<file path="src/rtl/hex_display_monitor.sv">
// hex_display_monitor: samples and debounces a four-digit seven-segment bus, decodes it to BCD
// and checks each accepted display value against the legal clock successor.
module hex_display_monitor #(
  parameter int STABLE_CYCLES = 4,
  parameter int ERRW = 8
) (
  input  logic            CP50,
  input  logic            CR,
  input  logic [6:0]      HEX0,
  input  logic [6:0]      HEX1,
  input  logic [6:0]      HEX2,
  input  logic [6:0]      HEX3,
  input  logic            Ctrl24To12,
  input  logic            DispSel,
  output logic [15:0]     Digits,
  output logic            Valid,
  output logic            Tick,
  output logic            Err,
  output logic            BadSeg,
  output logic [ERRW-1:0] ErrCnt
);
  typedef enum logic {IDLE, TRACK} state_t;
  localparam logic [7:0] SC = 8'(STABLE_CYCLES);
  state_t state;
  logic [27:0] hex, s;
  logic [7:0] cnt;
  logic acc;
  logic [1:0] mode, mode_q;
  logic [4:0] c3, c2, c1, c0;
  logic legal, in_range, wrap;
  logic [6:0] nh, nl, rh, rl, sh, sl;
  logic [15:0] nd;
  // {legal, bcd}; blank is only meaningful as a suppressed leading zero
  function automatic logic [4:0] dec(input logic [6:0] seg, input logic blank_ok);
    case (seg)
      7'b1000000: dec = 5'h10;
      7'b1111001: dec = 5'h11;
      7'b0100100: dec = 5'h12;
      7'b0110000: dec = 5'h13;
      7'b0011001: dec = 5'h14;
      7'b0010010: dec = 5'h15;
      7'b0000010: dec = 5'h16;
      7'b1111000: dec = 5'h17;
      7'b0000000: dec = 5'h18;
      7'b0010000: dec = 5'h19;
      7'b1111111: dec = {blank_ok, 4'd0};
      default:    dec = 5'h00;
    endcase
  endfunction
  function automatic logic [6:0] num(input logic [3:0] t, input logic [3:0] u);
    return 7'(t) * 7'd10 + 7'(u);
  endfunction
  assign hex  = {HEX3, HEX2, HEX1, HEX0};
  assign mode = {Ctrl24To12, DispSel};
  always_comb begin
    c3 = dec(s[27:21], 1'b1);
    c2 = dec(s[20:14], 1'b0);
    c1 = dec(s[13:7], 1'b0);
    c0 = dec(s[6:0], 1'b0);
    legal = c3[4] & c2[4] & c1[4] & c0[4];
    nd = {c3[3:0], c2[3:0], c1[3:0], c0[3:0]};
    nh = num(c3[3:0], c2[3:0]);
    nl = num(c1[3:0], c0[3:0]);
    rh = num(Digits[15:12], Digits[11:8]);
    rl = num(Digits[7:4], Digits[3:0]);
    wrap = rl == 7'd59;
    sl = wrap ? 7'd0 : rl + 7'd1;
    sh = !wrap ? rh :
         DispSel ? (rh == 7'd59 ? 7'd0 : rh + 7'd1) :
         Ctrl24To12 ? (rh == 7'd12 ? 7'd1 : rh + 7'd1) :
         (rh == 7'd23 ? 7'd0 : rh + 7'd1);
    in_range = nl <= 7'd59 && (DispSel ? nh <= 7'd59 :
               Ctrl24To12 ? (nh >= 7'd1 && nh <= 7'd12) : nh <= 7'd23);
  end
  always_ff @(posedge CP50) begin
    if (CR) begin
      state  <= IDLE;
      s      <= '1;
      cnt    <= '0;
      acc    <= 1'b0;
      mode_q <= mode;
      Digits <= '0;
      Valid  <= 1'b0;
      Tick   <= 1'b0;
      Err    <= 1'b0;
      BadSeg <= 1'b0;
      ErrCnt <= '0;
    end else begin
      s      <= hex;
      cnt    <= hex != s ? 8'd0 : cnt == SC ? cnt : cnt + 8'd1;
      acc    <= hex == s && cnt == SC - 8'd1;
      mode_q <= mode;
      Tick   <= 1'b0;
      Err    <= 1'b0;
      BadSeg <= 1'b0;
      if (mode != mode_q) begin
        state <= IDLE;
        Valid <= 1'b0;
      end else if (acc) begin
        if (!legal) BadSeg <= 1'b1;
        else if (!in_range) begin
          Err    <= 1'b1;
          ErrCnt <= &ErrCnt ? ErrCnt : ErrCnt + ERRW'(1);
          Valid  <= 1'b0;
          state  <= IDLE;
        end else if (state == IDLE) begin
          Digits <= nd;
          Valid  <= 1'b1;
          state  <= TRACK;
        end else if (nd != Digits) begin
          Digits <= nd;
          if (nh == sh && nl == sl) Tick <= 1'b1;
          else begin
            Err    <= 1'b1;
            ErrCnt <= &ErrCnt ? ErrCnt : ErrCnt + ERRW'(1);
          end
        end
      end
    end
  end
endmodule
</file>
<file path="config.mk">
export PLATFORM = sky130hd
export DESIGN_NAME = hex_display_monitor
export DESIGN_NICKNAME = d
export VERILOG_FILES = /design/src/rtl/hex_display_monitor.sv
export SDC_FILE = /design/constraint.sdc
export NUM_CORES = 1
export LEC_CHECK = 0
export CAP_MARGIN = 20
export CELL_PAD_IN_SITES_DETAIL_PLACEMENT = 1
export CELL_PAD_IN_SITES_GLOBAL_PLACEMENT = 2
export CORE_MARGIN = 4
export CORE_UTILIZATION = 40
export DETAILED_ROUTE_END_ITERATION = 8
export DONT_BUFFER_PORTS = 1
export GPL_TIMING_DRIVEN = 0
export PLACE_DENSITY_LB_ADDON = 0.15
export SLEW_MARGIN = 20
export SYNTH_ARGS = -nofsm -noshare
export SYNTH_HDL_FRONTEND = slang
export SYNTH_SLANG_ARGS = --single-unit
</file>
<file path="constraint.sdc">
create_clock -name CP50 -period 5.1 [get_ports CP50]
set_input_delay 0.51 -clock CP50 [delete_from_list [all_inputs] [get_ports CP50]]
set_output_delay 0.51 -clock CP50 [all_outputs]
set_load 0.005 [all_outputs]
</file>
---- Yosys cells after proc, flatten, opt, wreduce, memory -nomap -nowiden ----
Cells that the tools add are included.
Widths: inputs -> output; s select.
operators by class
  $add $sub $neg .......................... 8
  bitwise operators ....................... 9
  mux-type cells .......................... 29
  multipliers ............................. 4
  reductions and logical operators ........ 19
  equality and inequality tests ........... 54
  magnitude comparators ................... 5
operator list
  operator             count
  $pmux 5 s10          4
  $eq 7x5->1 const B   13
  $eq 7x7->1 const B   13
  $eq 7x6->1 const B   10
  $mux 7               7
  $mux 8               5
  $mux 16              2
  $add 7x4->7          4
  $eq 28x28->1         1
  $eq 7x2->1 const B   4
  $logic_not 7->1      4
  $ne 28x28->1         1
  $mul 4x3->6 const B  4
  $add 8x1->8 const B  2
  $ne 16x16->1         1
  $add 7x1->7 const B  2
  $eq 7x7->1           2
  $le 7x6->1 const B   2
  $mux 1               11
  $eq 8x2->1 const B   1
  $eq 8x3->1 const B   1
  $reduce_and 8->1     1
  $eq 7x4->1 const B   1
  $ge 7x1->1 const B   1
  other kinds (16)     31
storage, ports and cells
  input bits .............................. 32
  bits in registers ....................... 68
  logic and storage cells ................. 139
  output and inout port bits .............. 28

---- Longest topological paths before layout ----
Gate-level depths: netlist of the first run.
  word-level depth ........................ 13
  gate-level depth with buffers ........... 19
  gate-level depth less buffers ........... 18

---- Worst setup path after synthesis of the first run ----
Ideal clock, no wire load.
  kind .................................... reg2reg
  from .................................... reg s[27]
  to ...................................... reg ErrCnt[6]
  cell stages (with the launch flop) ...... 20
  clock period less this slack ............ 4618 ps
  arrival time ............................ 4497 ps
  slack ................................... 482 ps
  required time ........................... 4979 ps
  path buffers ............................ 1
  cells stage by stage .................... dfxtp_1 > buf_1 > nor3_1 > nor4b_1 > a31oi_1 > nor2_1 > ha_1 > ha_1 > inv_1 > fa_1 > nand2b_1 > o2bb2ai_1 > o2bb2ai_1 > a2111oi_0 > a31oi_1 > a2111o_1 > nor4_2 > a211oi_1 > o21a_1 > mux2_4
on the way
  longest elaborated chain between the ends .. 12
  elaborated cells on any way between the ends .. 34
  classes of those cells .................. add/sub (1); mul (1); order compare (4); eq/ne (15); mux (4); bitwise (3); reduce/logical (6)
RTL lines
  what                                                              RTL line  text
  start: declaration                                                25        logic [27:0] hex, s;
  start signal: assignment                                          78        s <= '1;
  start signal: assignment                                          89        s <= hex;
  $eq 7x7->1                                                        35        case (seg)
  $reduce_or 2->1 (no source line)                                  --
  $pmux 5 s10 (*)                                                   35
  net c3[1]                                                         29        logic [4:0] c3, c2, c1, c0;
  $mul 4x3->6                                                       51        return 7'(t) * 7'd10 + 7'(u);
  $add 7x4->7                                                       51
  $ge 7x1->1 / $le 7x4->1 (equally long branches)                   73        Ctrl24To12 ? (nh >= 7'd1 && nh <= 7'd12) : nh <= 7'd23);
  $logic_and 1x1->1                                                 73
  $mux 1                                                            73
  $mux 1                                                            72        in_range = nl <= 7'd59 && (DispSel ? nh <= 7'd59 :
  $logic_and 1x1->1                                                 72
  $ne 2x2->1 (no source line) / $ne 2x1->1 (equally long branches)  --
  $reduce_and 6->1 (no source line)                                 --
  end signal: assignment                                            103       ErrCnt <= &ErrCnt ? ErrCnt : ErrCnt + ERRW'(1);
  end signal: assignment                                            115       ErrCnt <= &ErrCnt ? ErrCnt : ErrCnt + ERRW'(1);
  end: declaration                                                  20        output logic [ERRW-1:0] ErrCnt
Mark *: on every way through the listed nets, which the timed path passes. The rest lies on a longest branch.
A chain may end at the register's enable or synchronous reset.

---- Final worst setup path of the first run ----
  from .................................... reg s[7]
  to ...................................... reg Digits[8]
on the way
  longest elaborated chain between the ends .. 7
  elaborated cells on any way between the ends .. 20
  classes of those cells .................. add/sub (1); mul (1); order compare (1); eq/ne (11); mux (1); bitwise (2); reduce/logical (3)
RTL lines
  what                                   RTL line  text
  $eq 7x5->1 (tied with other cells)     35
  $pmux 5 s10 (*)                        35
  net c1[2]                              29
  $mul 4x3->6                            51
  $add 7x4->7                            51
  $le 7x6->1                             72
  $logic_and 1x1->1                      72
  $reduce_and 5->1 (no source line) (*)  --
  end signal: assignment                 107       Digits <= nd;
  end signal: assignment                 111       Digits <= nd;
  end: declaration                       15        output logic [15:0] Digits,
Marks and branches as above.

==> results.md, run 1 <==
| Parameter | Reported | Unit |
| --- | --- | --- |
| Worst ir drop on vdd | 164 | uV |
| Largest cells by area after synthesis | sky130_fd_sc_hd__dfxtp_1 24%, sky130_fd_sc_hd__ha_1 6.6%, sky130_fd_sc_hd__xnor2_1 6.5%, sky130_fd_sc_hd__xor2_1 5.7%, sky130_fd_sc_hd__mux2i_1 4.0% | - |
| Number of flops mapped to enable cells by yosys | 0 | - |
| Ys async rst share | 0 | - |
| Row cnt | 43 | - |
| Critical path capture point type | register | - |
| Total number of vias | 4,969 | - |
| TritonCTS Buffers | 9 | - |
| Final min period | 4.78 | ns |
| Classification of the worst-slack hold path | input pin to register | - |
| Area post-placement | 5910 | um^2 |
| Fraction of the mapped netlist area in compound gates | 0.157 | - |
| Total detailed-routing wirelength | 16,300 | um |
| Mux cell area share after synthesis | 0.0530 | - |
| Total overflow reported by the global router | 0 | - |
| Synthesized-area fraction occupied by xor and xnor cells | 0.136 | - |
| Avg Inst Size Synth | 8.52 | um^2 |
| Wire length of the first global-routing pass | 26,700 | um |
| Average detailed-routed wire length per instance | 18.9 | um |
| Post-CTS Hold Buffers | 0 | - |
| Multi-input logic area | 4110 | um^2 |
| Total power consumption of the routed design | 1.28 | mW |
| Number of nets produced by synthesis | 737 | - |
| Storage cell area | 1360 | um^2 |
| Slew Limit Headroom | 0.455 | - |
| Yosys reg bits | 68 | - |
| Clock Skew | 0.00770 | ns |
| Largest net degree at the start of global routing | 13 | - |
| Clock sink count | 68 | - |
| Cell at the root of the clock tree | sky130_fd_sc_hd__clkbuf_16 | - |
| Share of cells above drive strength 1 | 0.126 | - |
| Clock tree buffer depth | 2 | - |
| Fraction of the core area covered by cells at the end of the flow | 0.451 | - |
| CTS clock-pin slew for the worst setup and hold paths | 0.06 | ns |
| Antenna violations before repair | 0 | - |
| Setup-violating endpoint count in the final report | 0 | - |
| Leakage power of the design | 2.44 | nW |
| Most used standard cell by instance count after synthesis | sky130_fd_sc_hd__dfxtp_1 | - |
| Dominant register cell in the synthesized netlist | sky130_fd_sc_hd__dfxtp_1 | - |
| Remaining antenna violation count | 0 | - |
| Largest family of logic cells by synthesized area | simple AND/OR/NAND/NOR gates | - |
| Area of the die | 16,200 | um^2 |
| Netlist area before placement | 5690 | um^2 |
| HPWL Detailed | 12,900 | um |
| Detailed Routing Iterations Pass 1 | 4 | - |
| Arrival time at the worst endpoint | 4.98 | ns |
| Synth top cells by count | 68 x sky130_fd_sc_hd__dfxtp_1, 57 x sky130_fd_sc_hd__nor2_1, 42 x sky130_fd_sc_hd__xnor2_1 | - |
| ANT cells | 0 | - |
| Number of distinct library cells after synthesis | 88 | - |
| Actual transition at the worst max-transition pin | 0.810 | ns |
| Cell count after synthesis | 667 | - |
| Via count normalized by instance count | 5.76 | - |
| Highest fanout seen on the critical path | 10 | - |
| Power per unit of standard cell area | 204 | nW/um^2 |
| Cell type with the highest aggregate area in the netlist | sky130_fd_sc_hd__dfxtp_1 | - |
| Final hold violation count | 0 | - |
| Portion of the post-synthesis area used by sequential elements | 0.239 | - |
| Clk Latency, worst-skew pair | 0.33 | ns |
| Status | finished clean | - |
| Relative area change from synthesis to final layout | 10.1 | % |
| Worst setup SP type | register | - |
| Total of buffers placed on input and output ports | 0 | - |
| TNS Setup | 0 | ns |
| Final Max Tran Viols | 0 | - |
| Weighted congestion reported at the end of routability-driven placement | 0.877 | - |
| Simple logic cell fraction of the synthesized area | 0.275 | - |
| Via count of the first global-routing pass | 5,172 | - |
| Clock tree from TritonCTS | done | - |
| Max Cap Violations | 0 | - |
| # IOs | 60 | - |
| DRC | 0 | - |
| Global Route Usage Sum | 0.203 | - |
| Crit path kind | register to register | - |
| Vertical die dimension | 127 | um |
| Unrepaired setup endpoints after global routing | no | - |
| Die span in x | 127 | um |
| Data required time of the critical path | 5.30 | ns |
| FILL cells | 1,646 | - |
| Share of the cycle needed by the critical path after routing | 0.937 | - |
| Area of all placed cells without fillers | 6260 | um^2 |
| Effective utilization at floorplan | 0.410 | - |
| Synthesized-area fraction occupied by adder cells | 0.0942 | - |
| Final-layout worst hold slack | 0.200 | ns |
| Floorplan core area | 13,900 | um^2 |
| Share of the synthesized area in the top cell type | 0.239 | - |
| Highest clock frequency the design can meet | 209 | MHz |
| DRC violation total after the first TritonRoute iteration | 206 | - |
| Yosys Warn Count | 0 | - |
| Layout Nets | 748 | - |
| H-Tree Depth | 3 | - |
[placed cells by master (no fill, tap or decap), types with 5 or more instances in the layout]
master                      synthesis  routed
sky130_fd_sc_hd__a211o_1            5       5
sky130_fd_sc_hd__a211oi_1           7       7
sky130_fd_sc_hd__a21o_1             8       8
sky130_fd_sc_hd__a21oi_1           25      24
sky130_fd_sc_hd__and3_1            11      11
sky130_fd_sc_hd__buf_2              7       7
sky130_fd_sc_hd__clkbuf_1          22      20
sky130_fd_sc_hd__clkbuf_16          0       9
sky130_fd_sc_hd__dfxtp_1           68      68
sky130_fd_sc_hd__fa_1               8       8
sky130_fd_sc_hd__ha_1              30      30
sky130_fd_sc_hd__inv_1             24      24
sky130_fd_sc_hd__mux2_1             5       5
sky130_fd_sc_hd__mux2i_1           23      23
sky130_fd_sc_hd__nand2_1           31      31
sky130_fd_sc_hd__nand2b_1          13      13
sky130_fd_sc_hd__nand3_1           23      23
sky130_fd_sc_hd__nand4_1           12      12
sky130_fd_sc_hd__nor2_1            57      56
sky130_fd_sc_hd__nor2b_1           12      12
sky130_fd_sc_hd__nor3_1            16      16
sky130_fd_sc_hd__nor4_1            17      17
sky130_fd_sc_hd__o21ai_0           11      11
sky130_fd_sc_hd__o21ai_1            5       5
sky130_fd_sc_hd__o31ai_1            5       5
sky130_fd_sc_hd__or2_2             32      32
sky130_fd_sc_hd__xnor2_1           42      42
sky130_fd_sc_hd__xor2_1            37      37
[area by class of cell]
class,count,share of cell area
inverters,24,0.0144
clock buffers,11,0.0404
repair buffers,2,0.00240
plain buffers,33,0.0266
multi-input cells,540,0.657
well taps,180,0.0360
clock inverters,5,0.00580
flip-flops and latches,68,0.218
[report_power, final]
part	internal (mW)	leakage, nW	switching, mW	total (mW)
Combinational	0.0514	1.75	0.0711	0.123
Clock	0.355	0.134	0.246	0.601
Sequential	0.544	0.557	0.0101	0.554
[worst max-delay path: stages (launching register included)]
cell	delay [ns]
sky130_fd_sc_hd__dfxtp_1	0.53
sky130_fd_sc_hd__or3b_1	0.38
sky130_fd_sc_hd__a211o_1	0.27
sky130_fd_sc_hd__a21oi_1	0.41
sky130_fd_sc_hd__ha_1	0.33
sky130_fd_sc_hd__ha_1	0.32
sky130_fd_sc_hd__nor2b_1	0.14
sky130_fd_sc_hd__o21ai_0	0.20
sky130_fd_sc_hd__xor2_1	0.29
sky130_fd_sc_hd__nor4_1	0.16
sky130_fd_sc_hd__nor4_4	0.44
sky130_fd_sc_hd__nand2_4	0.11
sky130_fd_sc_hd__a211oi_4	0.53
sky130_fd_sc_hd__buf_8	0.23
sky130_fd_sc_hd__mux2i_1	0.22
sky130_fd_sc_hd__nor2_1	0.06
[final timing paths]
path,from,to,cells after the start,slack (ns)
setup / recovery,s[7],Digits[8],15,0.32
hold / removal,DispSel,mode_q[0],0,0.20
setup reg to reg,s[7],Digits[8],15,0.32
hold reg to reg,acc,BadSeg,1,0.54
[state kept, by name, summed over array words and instances, names as in the netlist]
name and count:
state 1, cnt 8, s 28, Err 1
mode_q 2, Valid 1, Tick 1, acc 1
Digits 16, BadSeg 1, ErrCnt 8
[routing by layer]
layer | vias to the layer above | wire [um] | track usage | share of wire
met4 | 0 | 302 | 0.0606 | 0.019
met2 | 80 | 8020 | 0.358 | 0.49
met5 | - | 0 | 0 | 0
met3 | 19 | 559 | 0.0301 | 0.034
li1 | 2407 | - | - | -
met1 | 2463 | 7400 | 0.257 | 0.45
[repair_timing]
action	4_1_cts	5_1_grt
setup buffers	0	2
setup endpoints to repair	25	22
gates cloned	0	0
pin swaps	0	4
gates resized for setup	6	5
hold endpoints to repair	0	0
[kinds of logic after synthesis]
group                    Yosys count
AO/OA/AOI/OAI                    122
XOR/XNOR                          83
adder cells (fa/ha/maj)           38
buffers and inverters             59
flip-flops                        68
multiplexers                      29
AND/OR/NAND/NOR                  268
[per-stage QoR]
step	instances	worst slack, ns
floorplan	667	0.482
global placement	847	-0.404
detailed placement	847	-0.549
CTS	861	0.0243
global route	863	0.0288
finish	863	0.320
No activity file was read; power rests on OpenSTA's default activity.
==> run 2, diff against run 1 <==
Settings changed: ABC_AREA set to 1, CORE_UTILIZATION 40 to 36.
==> run 2 against run 1 <==
Final area up 2.6%. Sequential power is 1% higher. Synthesized cell count increased by 33%. Non-clock buffer count fell by 26. Critical path type unchanged. Largest power group unchanged. Highest routed layer unchanged.
==> results.md, run 2 <==
| Parameter | Reported | Unit | Delta |
| --- | --- | --- | --- |
| # IOs | 60 | - | unchanged |
| Clock tree buffer depth | 2 | - | unchanged |
| Final min period | 4.05 | ns | -0.726 ns |
| Leakage power of the design | 3.07 | nW | +26% |
| Cell at the root of the clock tree | sky130_fd_sc_hd__clkbuf_16 | - |  |
| Flip-flop count of the largest register after layout | 28 | - | unchanged |
| PostCTS Resize Cnt | 0 | - | -6 |
| Die span in x | 135 | um | +6.4% |
| Portion of the post-synthesis area used by sequential elements | 0.233 | - | -0.00641 |
| Clock Skew | 0.00940 | ns | +0.00171 ns |
| Total overflow reported by the global router | 0 | - | unchanged |
| Fin worst setup slack | 1.05 | ns | +0.726 ns |
| Cell type with the highest aggregate area in the netlist | sky130_fd_sc_hd__dfxtp_1 | - |  |
| Actual transition at the worst max-transition pin | 0.639 | ns | -0.171 ns |
| Floorplan core area | 15,900 | um^2 | +14% |
| Most frequent cells in the layout | 203 x sky130_fd_sc_hd__nand2_1, 124 x sky130_fd_sc_hd__inv_1, 88 x sky130_fd_sc_hd__nand3_1, 87 x sky130_fd_sc_hd__nor2_1, 68 x sky130_fd_sc_hd__dfxtp_1 | - |  |
| Total detailed-routing wirelength | 17,900 | um | +9.8% |
| Share of the cycle needed by the critical path after routing | 0.795 | - | -0.142 |
| Most frequent standard cell in the layout excluding fill and tap cells | sky130_fd_sc_hd__nand2_1 | - |  |
| Area of the die | 18,300 | um^2 | +13% |
| Post-CTS Hold Buffers | 0 | - | unchanged |
| Slew Limit Headroom | 0.574 | - | +0.119 |
| Most used standard cell by instance count after synthesis | sky130_fd_sc_hd__nand2_1 | - |  |
| Antenna violations before repair | 0 | - | unchanged |
| Global Route Usage Sum | 0.202 | - | -0.00151 |
| Netlist area before placement | 5840 | um^2 | +2.8% |
| Area of all placed cells without fillers | 6420 | um^2 | +2.6% |
| Highest fanout seen on the critical path | 10 | - | unchanged |
| Worst setup SP type | register | - |  |
| TritonCTS Buffers | 9 | - | unchanged |
| Vertical die dimension | 135 | um | +6.4% |
| Layout Nets | 971 | - | +30% |
| Effective utilization at floorplan | 0.368 | - | -0.0418 |
| Avg Inst Size Synth | 6.56 | um^2 | -23% |
| Dominant register cell in the synthesized netlist | sky130_fd_sc_hd__dfxtp_1 | - |  |
| Share of cells above drive strength 1 | 0.104 | - | -0.0222 |
| Detailed Routing Iterations Pass 1 | 4 | - | unchanged |
| Clock sink count | 68 | - | unchanged |
| Data required time of the critical path | 5.32 | ns | +0.02 ns |
| Wire length of the first global-routing pass | 30,000 | um | +12% |
| Average detailed-routed wire length per instance | 15.9 | um | -16% |
| Critical path capture point type | register | - |  |
| Biggest register | s | - |  |
| Area post-placement | 6110 | um^2 | +3.4% |
| Share of the synthesized area in the top cell type | 0.233 | - | -0.00641 |
| Status | finished clean | - |  |
| Final hold violation count | 0 | - | unchanged |
| Setup WS pre-CTS | 1.03 | ns | +1.58 ns |
| DRC violation total after the first TritonRoute iteration | 231 | - | +12% |
| Total of buffers placed on input and output ports | 0 | - | unchanged |
| Final Max Tran Viols | 0 | - | unchanged |
| TNS Setup | 0 | ns | unchanged |
| Yosys reg bits | 68 | - | unchanged |
| Unrepaired setup endpoints after global routing | no | - |  |
| Via count normalized by instance count | 5.15 | - | -11% |
| Highest clock frequency the design can meet | 247 | MHz | +18% |
| Number of flops mapped to enable cells by yosys | 0 | - | unchanged |
| Crit path kind | register to register | - |  |
| Max Cap Violations | 0 | - | unchanged |
| Largest net degree at the start of global routing | 13 | - | unchanged |
| DRC | 0 | - | unchanged |
| Ys async rst share | 0 | - | unchanged |
| Arrival time at the worst endpoint | 4.27 | ns | -0.71 ns |
| Synth top cells by count | 203 x sky130_fd_sc_hd__nand2_1, 124 x sky130_fd_sc_hd__inv_1, 88 x sky130_fd_sc_hd__nand3_1 | - |  |
| Via count of the first global-routing pass | 6,133 | - | +19% |
| Number of distinct library cells after synthesis | 54 | - | -39% |
| Total number of vias | 5,779 | - | +16% |
| Cell count after synthesis | 890 | - | +33% |
| ANT cells | 0 | - | unchanged |
| Number of nets produced by synthesis | 960 | - | +30% |
| Largest registers in the final layout | s (28), Digits (16) | - |  |
| Setup bufs post-CTS | 0 | - | unchanged |
| Classification of the worst-slack hold path | input pin to register | - |  |
| Largest cells by area after synthesis | sky130_fd_sc_hd__dfxtp_1 23%, sky130_fd_sc_hd__nand2_1 13%, sky130_fd_sc_hd__inv_1 8.0%, sky130_fd_sc_hd__nand3_1 7.5%, sky130_fd_sc_hd__ha_1 6.4% | - |  |
| Yosys Warn Count | 0 | - | unchanged |
| Relative area change from synthesis to final layout | 9.96 | % |  |
| Weighted congestion reported at the end of routability-driven placement | 0.871 | - | -0.63% |
| Remaining antenna violation count | 0 | - | unchanged |
| Clock tree from TritonCTS | done | - |  |
| Row cnt | 46 | - | +7.0% |
| Worst ir drop on vdd | 177 | uV | +8.1% |
| HPWL Detailed | 15,000 | um | +16% |
| CTS clock-pin slew for the worst setup and hold paths | 0.06 | ns | about the same |
| H-Tree Depth | 3 | - | unchanged |
| Clk Latency, worst-skew pair | 0.34 | ns | about the same |
| Setup-violating endpoint count in the final report | 0 | - | unchanged |
| Power per unit of standard cell area | 204 | nW/um^2 | about the same |
[run 2: changes by cell type after synthesis, sizes merged, moves of 18 or more]
cell and change:
clkbuf -18, nand2 +181, xnor2 -22, nand4 +19
nor2 +45, nand3 +70, inv +107, mux2i -23
[run 2: worst paths after layout]
check	start	end	slack (ns)	cells after the start
worst max-delay path	s[8]	Digits[14]	1.05	26
worst min-delay path	Ctrl24To12	mode_q[1]	0.19	0
worst max register to register	s[8]	Digits[14]	1.05	26
worst min register to register	cnt[3]	acc	0.49	1
[run 2: where the power goes]
| group | switching, mW | leakage [nW] | internal, mW |
|---|---|---|---|
| registers | 0.0162 | 0.557 | 0.544 |
| clock network | 0.247 | 0.148 | 0.406 |
| logic | 0.0618 | 2.36 | 0.0361 |
[run 2: area by class of cell]
class / count / area (um^2)
inverters: 133 / 503
clock inverters: 5 / 58.8
multi-input cells: 680 / 3920
fillers: 2125 / 9460
plain buffers: 9 / 57.6
flip-flops and latches: 68 / 1360
clock buffers: 11 / 253
well taps: 216 / 270
[run 2: routing by layer]
metal  part of all wire  vias to the layer above  global-route usage
met4              0.021                        0              0.0661
met3              0.028                       26              0.0256
met1               0.45                     2756               0.254
met2               0.50                       67               0.357
li1                   -                     2930                   -
met5                  0                        -                   0
[run 2: critical path, stage by stage (launching register included)]
cell and delay, ns:
sky130_fd_sc_hd__dfxtp_1 0.41, sky130_fd_sc_hd__nor2_1 0.11, sky130_fd_sc_hd__nand2_1 0.10, sky130_fd_sc_hd__nor2_1 0.05, sky130_fd_sc_hd__nor2_1 0.22, sky130_fd_sc_hd__o211ai_2 0.21, sky130_fd_sc_hd__ha_1 0.35, sky130_fd_sc_hd__ha_1 0.21
sky130_fd_sc_hd__fa_1 0.52, sky130_fd_sc_hd__nand2_1 0.08, sky130_fd_sc_hd__inv_1 0.06, sky130_fd_sc_hd__nand4_1 0.07, sky130_fd_sc_hd__o21ai_0 0.12, sky130_fd_sc_hd__inv_1 0.06, sky130_fd_sc_hd__nand2_1 0.06, sky130_fd_sc_hd__nand2_1 0.10
sky130_fd_sc_hd__inv_2 0.09, sky130_fd_sc_hd__nand2_1 0.10, sky130_fd_sc_hd__nor3_2 0.14, sky130_fd_sc_hd__nand2_2 0.11, sky130_fd_sc_hd__inv_2 0.13, sky130_fd_sc_hd__nand2_1 0.10, sky130_fd_sc_hd__nand2_2 0.08, sky130_fd_sc_hd__nand2_4 0.07
sky130_fd_sc_hd__buf_6 0.16, sky130_fd_sc_hd__o21ai_1 0.13, sky130_fd_sc_hd__a21oi_1 0.07
[run 2: through the flow]
step / utilization / instances / hold slack (ns) / total power [mW]
finish: 0.404 / 1122 / 0.194 / 1.31
detailed placement: 0.385 / 1106 / 0.479 / 0.670
CTS: 0.404 / 1122 / 0.183 / 1.33
global route: 0.404 / 1122 / 0.184 / 1.36
global placement: 0.385 / 1106 / 0.469 / 0.666
floorplan: - / 890 / 0.442 / 0.641
[run 2: cell families (layout without fill, tap and decap cells)]
family | Yosys count | after routing | synth area share
adder cells (fa/ha/maj) | 38 | 38 | 0.0917
buffers and inverters | 142 | 158 | 0.0959
XOR/XNOR | 48 | 48 | 0.0733
AO/OA/AOI/OAI | 91 | 91 | 0.0923
flip-flops | 68 | 68 | 0.233
AND/OR/NAND/NOR | 503 | 503 | 0.414
==> run 3, diff against run 2 <==
Clock period 5.1 ns to 3.9 ns, I/O delays scaled along.
==> run 3 against run 2 <==
Power up 32%. Critical path type unchanged. Largest cell class unchanged. Final cell count increased by 2.0%. Sequential power up 31%. Critical path depth down 1. Clock power rose by 31%.
==> results.md, run 3 (synthesis results as in run 2) <==
| Parameter | Reported | Unit | Delta |
| --- | --- | --- | --- |
| Status | finished clean | - |  |
| CTS clock-pin slew for the worst setup and hold paths | 0.06 | ns | about the same |
| Die span in x | 135 | um | unchanged |
| Slew Limit Headroom | 0.559 | - | -0.0143 |
| # IOs | 60 | - | unchanged |
| Fin worst setup slack | 0.116 | ns | -0.930 ns |
| Total overflow reported by the global router | 0 | - | unchanged |
| Global routing met1 resource utilization | 0.255 | - | +0.00126 |
| Wire length of the first global-routing pass | 30,100 | um | +0.46% |
| Vertical die dimension | 135 | um | unchanged |
| Worst ir drop on vdd | 247 | uV | +39% |
| Unrepaired setup endpoints after global routing | yes | - |  |
| Total of buffers placed on input and output ports | 0 | - | unchanged |
| Average detailed-routed wire length per instance | 16.3 | um | +2.1% |
| Critical path capture point type | register | - |  |
| Via count of the first global-routing pass | 6,146 | - | +0.21% |
| Total detailed-routing wirelength | 18,600 | um | +4.2% |
| Row cnt | 46 | - | unchanged |
| Setup WS pre-CTS | -0.169 | ns | -1.20 ns |
| TritonCTS Buffers | 9 | - | unchanged |
| Clock Skew | 0.00962 | ns | +0.000215 ns |
| Clock tree from TritonCTS | done | - |  |
| DRC | 0 | - | unchanged |
| Arrival time at the worst endpoint | 4.01 | ns | -0.26 ns |
| Biggest register | s | - |  |
| DRC violation total after the first TritonRoute iteration | 182 | - | -21% |
| Setup-violating endpoint count in the final report | 0 | - | unchanged |
| Floorplan core area | 15,900 | um^2 | unchanged |
| Peak per-stage delay on the critical path | 0.39 | ns | -0.13 ns |
| H-Tree Depth | 3 | - | unchanged |
| Data required time of the critical path | 4.12 | ns | -1.20 ns |
| Final min period | 3.78 | ns | -0.270 ns |
| Weighted congestion reported at the end of routability-driven placement | 0.871 | - | unchanged |
| Power per unit of standard cell area | 250 | nW/um^2 | +23% |
| Global Route Usage Sum | 0.203 | - | +0.00104 |
| Highest fanout seen on the critical path | 6 | - | -4 |
| Share of cells above drive strength 1 | 0.203 | - | +0.0997 |
| Max Cap Violations | 0 | - | unchanged |
| Met3 track utilization from global routing | 0.0256 | - | unchanged |
| HPWL Detailed | 15,000 | um | unchanged |
| Fraction of the core area covered by cells at the end of the flow | 0.437 | - | +0.0324 |
| Final-layout worst hold slack | 0.0738 | ns | -0.121 ns |
| Share of the cycle needed by the critical path after routing | 0.970 | - | +0.175 |
| Total number of vias | 5,877 | - | +1.7% |
| Detailed Routing Iterations Pass 1 | 4 | - | unchanged |
| Effective utilization at floorplan | 0.368 | - | unchanged |
| Cell type with the highest occurrence count on the critical path | sky130_fd_sc_hd__nand2_2 | - |  |
| Antenna violations before repair | 0 | - | unchanged |
| Worst setup SP type | register | - |  |
| Cell at the root of the clock tree | sky130_fd_sc_hd__clkbuf_16 | - |  |
| ANT cells | 0 | - | unchanged |
| Classification of the worst-slack hold path | input pin to register | - |  |
| Clock tree buffer depth | 2 | - | unchanged |
| Most frequent cells in the layout | 194 x sky130_fd_sc_hd__nand2_1, 114 x sky130_fd_sc_hd__inv_1, 84 x sky130_fd_sc_hd__nand3_1, 72 x sky130_fd_sc_hd__nor2_1, 51 x sky130_fd_sc_hd__dfxtp_1 | - |  |
| Global-route met2 utilization | 0.360 | - | +0.00221 |
| Clock sink count | 68 | - | unchanged |
| Critical Path Slowest Stage Cell | sky130_fd_sc_hd__dfxtp_4 | - |  |
| Actual transition at the worst max-transition pin | 0.655 | ns | +0.0155 ns |
| Final Max Tran Viols | 0 | - | unchanged |
| Layout Nets | 994 | - | +2.4% |
| Via count normalized by instance count | 5.13 | - | -0.35% |
| Clk Latency, worst-skew pair | 0.34 | ns | about the same |
| Largest net degree at the start of global routing | 13 | - | unchanged |
| Most frequent standard cell in the layout excluding fill and tap cells | sky130_fd_sc_hd__nand2_1 | - |  |
| Highest clock frequency the design can meet | 264 | MHz | +7.1% |
| Flip-flop count of the largest register after layout | 28 | - | unchanged |
| Busiest layer in global routing | met2 | - |  |
| Final hold violation count | 0 | - | unchanged |
| Crit path kind | register to register | - |  |
| Largest registers in the final layout | s (28), Digits (16) | - |  |
| Remaining antenna violation count | 0 | - | unchanged |
| Relative area change from synthesis to final layout | 18.8 | % |  |
| Area of the die | 18,300 | um^2 | unchanged |
| Leakage power of the design | 3.20 | nW | +4.3% |
## run 3: changes by cell type in the layout (fill, tap and decap cells not counted), moves of 5 or more
| cell | delta |
|---|---|
| sky130_fd_sc_hd__buf_4 | +22 |
| sky130_fd_sc_hd__dfxtp_1 | -17 |
| sky130_fd_sc_hd__dfxtp_2 | +12 |
| sky130_fd_sc_hd__dfxtp_4 | +5 |
| sky130_fd_sc_hd__inv_1 | -10 |
| sky130_fd_sc_hd__inv_2 | +7 |
| sky130_fd_sc_hd__nand2_1 | -9 |
| sky130_fd_sc_hd__nand2_2 | +9 |
| sky130_fd_sc_hd__nor2_1 | -15 |
| sky130_fd_sc_hd__nor2_2 | +7 |
| sky130_fd_sc_hd__nor2_4 | +8 |
| sky130_fd_sc_hd__o21ai_2 | +5 |
## run 3: power breakdown
part	internal, mW	total [mW]	switching, mW
sequential	0.711	0.736	0.0246
clock	0.531	0.854	0.323
combinational	0.0573	0.147	0.0901
## run 3: per-stage QoR
step	cells	power (mW)	setup TNS, ns	area [um^2]
floorplan	890	0.839	0	5840
global placement	1106	0.870	-1.03	6110
detailed placement	1106	0.876	-2.59	6110
CTS	1125	1.74	0	6470
global route	1145	1.81	-2.10	6940
finish	1145	1.74	0	6940
## run 3: worst paths after layout
kind,start,endpoint,slack [ns],cells after the start
max,s[7],Digits[9],0.12,25
min reg2reg,cnt[3],acc,0.49,1
min,Ctrl24To12,mode_q[1],0.07,0
max reg2reg,s[7],Digits[9],0.12,25
## run 3: repair_timing
item	in CTS	in global routing
gates resized for setup	11	90
endpoints found under the setup margin	26	28
buffers inserted	3	19
pin swaps	5	25
cloned	0	1
hold endpoints to repair	0	0
hold buffers	0	0
## run 3: final cells by class
class	instances	area, um^2
tap	216	270
fill	2094	8950
buffer	9	66.3
timing repair buffer	23	190
multi-input combinational	680	4190
sequential	68	1400
inverter	133	512
clock inverter	5	58.8
clock buffer	11	253
## run 3: per-layer routing
| layer | share of wire | up-vias | wire (um) |
|---|---|---|---|
| met1 | 0.45 | 2813 | 8330 |
| met2 | 0.51 | 61 | 9480 |
| met3 | 0.025 | 26 | 461 |
| li1 | - | 2977 | - |
| met4 | 0.020 | 0 | 373 |
| met5 | 0 | - | 0 |
## run 3: worst max-delay path: cells and delay by family (launching register included)
family / cells / cell delay (ns)
DFF: 1 / 0.39
adders and majority gates: 2 / 0.57
xor gates and xnor gates: 1 / 0.18
and+or+nand+nor: 11 / 1.24
AOI/OAI and AO/OA: 4 / 0.51
buffers and inverters: 7 / 0.75
